$ cat src/rtl/run_decoder.sv
// JPEG run-length decoder: expands (DC, AC run/size/value, ZRL, EOB) symbols into
// 64 zigzag-ordered signed coefficients per block, one per output handshake.
//
// state  | meaning
// -------+-------------------------------------------------------------
// ACCEPT | waiting for a symbol; output register empty or draining
// ZEROS  | emitting the zeros of a run (ZRL or run before a value)
// VALUE  | emitting the decoded value that follows a run
// FILL   | emitting zeros after EOB (or a malformed symbol) up to idx 63
module run_decoder #(
  parameter int COEF_W    = 11,
  parameter int BLOCK_LEN = 64
) (
  input  logic              clk,
  input  logic              rst,
  input  logic              sym_valid,
  output logic              sym_ready,
  input  logic [COEF_W-1:0] sym_dc_val,
  input  logic [3:0]        sym_run,
  input  logic [3:0]        sym_size,
  input  logic [9:0]        sym_val,
  output logic              coef_valid,
  input  logic              coef_ready,
  output logic [COEF_W-1:0] coef,
  output logic [5:0]        coef_idx,
  output logic              coef_last,
  output logic              expect_dc,
  output logic              err
);

  localparam logic [5:0] LAST_IDX = 6'(BLOCK_LEN - 1);

  typedef enum logic [1:0] {
    S_ACCEPT = 2'd0,
    S_ZEROS  = 2'd1,
    S_VALUE  = 2'd2,
    S_FILL   = 2'd3
  } state_t;

  state_t            state, state_nxt;
  logic [5:0]        idx_q;
  logic [4:0]        zrun_q, zrun_nxt;
  logic              has_val_q, has_val_nxt;
  logic [COEF_W-1:0] val_q, val_nxt;
  logic              err_nxt;

  logic              out_free;
  logic              sym_fire;
  logic              at_end;
  logic              emit;
  logic [COEF_W-1:0] emit_coef;

  logic [COEF_W-1:0] mask;
  logic [COEF_W-1:0] msb_mask;
  logic [COEF_W-1:0] vbits;
  logic [COEF_W-1:0] ac_value;
  logic              is_eob;
  logic              is_zrl;
  logic              is_bad;
  logic              overflow;

  // idx_q is the index of the next coefficient to load; it wraps to 0 once
  // index 63 is loaded, which is exactly when the next symbol must be DC.
  assign expect_dc = (idx_q == 6'd0);
  assign out_free  = !coef_valid || coef_ready;
  assign sym_ready = !rst && (state == S_ACCEPT) && out_free;
  assign sym_fire  = sym_valid && sym_ready;
  assign at_end    = (idx_q == LAST_IDX);

  // Ones-complement decode: negative values are stored as value + (2^s - 1).
  always_comb begin
    mask     = (COEF_W'(1) << sym_size) - COEF_W'(1);
    msb_mask = mask ^ (mask >> 1);
    vbits    = COEF_W'(sym_val) & mask;
    if ((vbits & msb_mask) != '0) ac_value = vbits;
    else                          ac_value = vbits - mask;
  end

  assign is_eob   = (sym_size == 4'd0) && (sym_run == 4'd0);
  assign is_zrl   = (sym_size == 4'd0) && (sym_run == 4'd15);
  assign is_bad   = (sym_size > 4'd10) || ((sym_size == 4'd0) && !is_eob && !is_zrl);
  assign overflow = ({1'b0, idx_q} + {3'b000, sym_run}) > {1'b0, LAST_IDX};

  always_comb begin
    state_nxt   = state;
    zrun_nxt    = zrun_q;
    has_val_nxt = has_val_q;
    val_nxt     = val_q;
    err_nxt     = err;
    emit        = 1'b0;
    emit_coef   = '0;

    case (state)
      S_ACCEPT: begin
        if (sym_fire) begin
          emit = 1'b1;
          if (expect_dc) begin
            emit_coef = sym_dc_val;
          end else if (is_eob || is_bad) begin
            if (is_bad) err_nxt = 1'b1;
            state_nxt = at_end ? S_ACCEPT : S_FILL;
          end else if (is_zrl) begin
            if (overflow) err_nxt = 1'b1;
            zrun_nxt    = 5'd15;
            has_val_nxt = 1'b0;
            state_nxt   = at_end ? S_ACCEPT : S_ZEROS;
          end else if (sym_run == 4'd0) begin
            emit_coef = ac_value;
          end else begin
            if (overflow) err_nxt = 1'b1;
            zrun_nxt    = {1'b0, sym_run} - 5'd1;
            has_val_nxt = 1'b1;
            val_nxt     = ac_value;
            if (at_end)                  state_nxt = S_ACCEPT;
            else if (sym_run == 4'd1)    state_nxt = S_VALUE;
            else                         state_nxt = S_ZEROS;
          end
        end
      end
      S_ZEROS: begin
        if (out_free) begin
          emit     = 1'b1;
          zrun_nxt = zrun_q - 5'd1;
          // Reaching idx 63 ends the block; a pending value beyond it is dropped.
          if (at_end)                state_nxt = S_ACCEPT;
          else if (zrun_q == 5'd1)   state_nxt = has_val_q ? S_VALUE : S_ACCEPT;
        end
      end
      S_VALUE: begin
        if (out_free) begin
          emit      = 1'b1;
          emit_coef = val_q;
          state_nxt = S_ACCEPT;
        end
      end
      S_FILL: begin
        if (out_free) begin
          emit = 1'b1;
          if (at_end) state_nxt = S_ACCEPT;
        end
      end
      default: state_nxt = S_ACCEPT;
    endcase
  end

  always_ff @(posedge clk) begin
    if (rst) begin
      state      <= S_ACCEPT;
      idx_q      <= '0;
      zrun_q     <= '0;
      has_val_q  <= 1'b0;
      val_q      <= '0;
      err        <= 1'b0;
      coef_valid <= 1'b0;
      coef       <= '0;
      coef_idx   <= '0;
      coef_last  <= 1'b0;
    end else begin
      state     <= state_nxt;
      zrun_q    <= zrun_nxt;
      has_val_q <= has_val_nxt;
      val_q     <= val_nxt;
      err       <= err_nxt;
      if (emit) begin
        coef_valid <= 1'b1;
        coef       <= emit_coef;
        coef_idx   <= idx_q;
        coef_last  <= at_end;
        idx_q      <= idx_q + 6'd1;
      end else if (coef_ready) begin
        coef_valid <= 1'b0;
      end
    end
  end

endmodule

$ cat config.mk
export PLATFORM = sky130hd
export DESIGN_NAME = run_decoder
export DESIGN_NICKNAME = d
export VERILOG_FILES = /design/src/rtl/run_decoder.sv
export SDC_FILE = /design/constraint.sdc
export NUM_CORES = 1
export LEC_CHECK = 0
export CELL_PAD_IN_SITES_DETAIL_PLACEMENT = 0
export CELL_PAD_IN_SITES_GLOBAL_PLACEMENT = 2
export CORE_UTILIZATION = 31
export CTS_CLUSTER_DIAMETER = 60
export DETAILED_ROUTE_END_ITERATION = 6
export PLACE_DENSITY = 0.83
export SYNTH_ARGS = -nofsm -noshare
export SYNTH_HDL_FRONTEND = slang
export SYNTH_SLANG_ARGS = --single-unit
$ cat constraint.sdc
create_clock -name clk -period 4.5 [get_ports clk]
set_clock_uncertainty 0.15 [all_clocks]
set_input_delay 0.9 -clock clk [delete_from_list [all_inputs] [get_ports clk]]
set_output_delay 0.9 -clock clk [all_outputs]
set_load 0.02 [all_outputs]
==> impl_metrics.json <==
{
  "cp.required_ns": 4.52,
  "syn2layout_area_growth_pct": 26.6,
  "grt_pass1_vias": 3221,
  "final_nets": 516,
  "cts.path.max_buffers": 2,
  "final_max_slew_viol_count": 0,
  "power_uw": 1530,
  "max_freq_ghz": 0.240,
  "path_cells": "clkdlybuf4s50_1 -> or4_4 -> ha_1 -> or3_1 -> a21o_1 -> a221oi_4 -> buf_4 -> a31oi_1 -> nor4b_1 -> o31a_1 -> a2111oi_2",
  "ys_top_cells_by_area": "dfxtp_1, nand2_1, nor2_1",
  "coreArea_mm2": 0.00995,
  "die_area_mm2": 0.0108,
  "dp_hpwl_mm": 7.83,
  "hold_class": "reg -> reg",
  "start_util_pct": 32.5,
  "placed_area_mm2": 0.00397,
  "drc": 0,
  "clkTransAtPathRegs_ns": 0.09,
  "first_pass_iters": 5,
  "crit_family": "simple AND/OR/NAND/NOR gates",
  "rows": 36,
  "ys_seq_area_share_pct": 27.9,
  "crit_path_top_delay_cell": "or4_4",
  "synth_edf_count": 0,
  "path_buf_inv": 2,
  "finalHoldViolations": 0,
  "yosys.area.top_type_share_pct": 27.9,
  "vias_per_cell": 5.44,
  "io_pins": 55,
  "post_cts_resize_count": 0,
  "antenna_found_initial": 0,
  "dr.first_iter.drc_count": 145,
  "synth_area_per_cell_um2": 7.90,
  "ys_ff_latch": 45,
  "synth_common_cells": "nand2_1, nor2_1, dfxtp_1",
  "syn_inst": 409,
  "syn_area_mm2": 0.00323,
  "cts_tree": "built",
  "grt_use_met2_pct": 32.2,
  "worst_pin_slew_ns": 0.769,
  "arrival_ns": 4.19,
  "yosysMostFrequentCell": "nand2_1",
  "portBuffers": 54,
  "final_util_pct": 41.1,
  "nFillCells": 1055,
  "drv_cap": 0,
  "wl_per_cell_um": 16.9,
  "grt.met3_usage_pct": 2.88,
  "syn_nets": 455,
  "cts_buffers": 5,
  "grt-ovfl-total": 0,
  "cts.sinks": 45,
  "rsz0062_at_grt": "no",
  "postCtsHoldBufs": 0,
  "multi_input_area_mm2": 0.00215,
  "ant_nets": 0,
  "ys_warn_count": 0,
  "cts_max_level": 2,
  "die_h_um": 104,
  "wl_mm": 10.2,
  "hold_ws_ns": 0.306,
  "period_share_pct": 92.7,
  "setup_viol": 0,
  "leakage_uw": 0.00150,
  "yosys.area.top_type": "dfxtp_1",
  "grt_use_met1_pct": 24.9,
  "crit_path_max_incr_delay_ns": 0.55,
  "status": "completed",
  "dp_cells": 596,
  "final_area_mm2": 0.00409,
  "clk_latency_ns": 0.30,
  "path_class": "in -> reg",
  "top_usage_layer": "met2",
  "cts_root_buf": "clkbuf_8",
  "grt_pass1_wl_mm": 16.7,
  "end_kind": "flop",
  "register_area_um2": 901,
  "fin_cells": 604,
  "startpoint_type": "input port",
  "cp_max_fo": 8,
  "track_usage_pct": 19.1,
  "ir_worst_vdd_mv": 0.187,
  "post_cts_buffers": 0,
  "ys_types": 79,
  "gp_congestion": 0.827,
  "num_antenna_cells": 0,
  "synthArstFlopShare_pct": 0,
  "vias": 3286,
  "grt_max_degree": 27,
  "ys.flop_type": "dfxtp_1",
  "p_per_area_mw_per_mm2": 374,
  "die_w_um": 104,
  "min_period_ns": 4.17,
  "slew_headroom_pct": 48.6,
  "drive_gt1_share_pct": 10.4
}
cells by family after synthesis:
family	count (synthesis)	share of synthesized area [%]
buffers and inverters	35	5.54
adder cells (fa/ha/maj)	13	5.27
AND/OR/NAND/NOR	167	26.6
multiplexers	8	2.56
AO/OA/AOI/OAI	127	28.3
flip-flops	45	27.9
XOR/XNOR	14	3.80
worst reg2reg max path, cell delays in order, from the launching register on:
cell and delay, ns:
dfxtp_1 0.51, inv_1 0.08, ha_1 0.18, nand2_1 0.13, clkinv_1 0.31, nor3_1 0.40, nand2_1 0.12, o21ai_1 0.37
o21ai_0 0.19, a221oi_1 0.30
registers in the layout, indices dropped and copies added (netlist names):
name and cells:
coef 11, val_q 11, coef_idx 6, idx_q 6, zrun_q 5, state 2
coef_last 1, coef_valid 1, err 1, has_val_q 1
metal layers:
metal  up-vias  wire [µm]
li1       1634          -
met4         0        149
met3        14        468
met2        89       4900
met5         -          0
met1      1549       4700
final timing paths:
| kind | start | endpoint | slack [ns] | cells after the start |
|---|---|---|---|---|
| max | sym_size[3] | coef[9]$_SDFFE_PP0P_ | 0.33 | 11 |
| min | coef_idx[1]$_SDFFE_PP0P_ | coef_idx[1]$_SDFFE_PP0P_ | 0.31 | 2 |
| max reg2reg | idx_q[1]$_SDFFE_PP0P_ | zrun_q[2]$_SDFFE_PP0P_ | 1.67 | 9 |
| min reg2reg | coef_idx[1]$_SDFFE_PP0P_ | coef_idx[1]$_SDFFE_PP0P_ | 0.31 | 2 |
report_power, final:
part | internal [µW] | switching [µW]
sequential | 460 | 59.4
combinational | 279 | 406
clock | 181 | 147
total | 919 | 612
area by class of cell:
| cell class | count | area share [%] |
|---|---|---|
| multi-input cells | 329 | 52.6 |
| flip-flops and latches | 45 | 22.0 |
| repair buffers | 75 | 17.1 |
| well taps | 133 | 4.07 |
| clock buffers | 6 | 2.02 |
| inverters | 14 | 1.29 |
| clock inverters | 2 | 0.918 |
cells in the final DEF (no fill, tap or decap), drive strengths merged, types with 8 or more instances in the layout:
cell type and count:
a22oi 8, o21ai 23, inv 13, dfxtp 45
clkdlybuf4s50 54, buf 21, a21oi 29, nand4 9
nand2 52, ha 12, nand3 14, nor2 47
a221oi 10, xnor2 9, a31oi 9
per-stage QoR:
step | worst slack [ns] | setup TNS, ns
after floorplan | 0.365 | 0
after global placement | 0.0270 | 0
after detailed placement | -0.00165 | -0.00165
after CTS | 0.308 | 0
after global routing | 0.214 | 0
final | 0.331 | 0
Note: power is estimated with default switching activity, not from simulation.
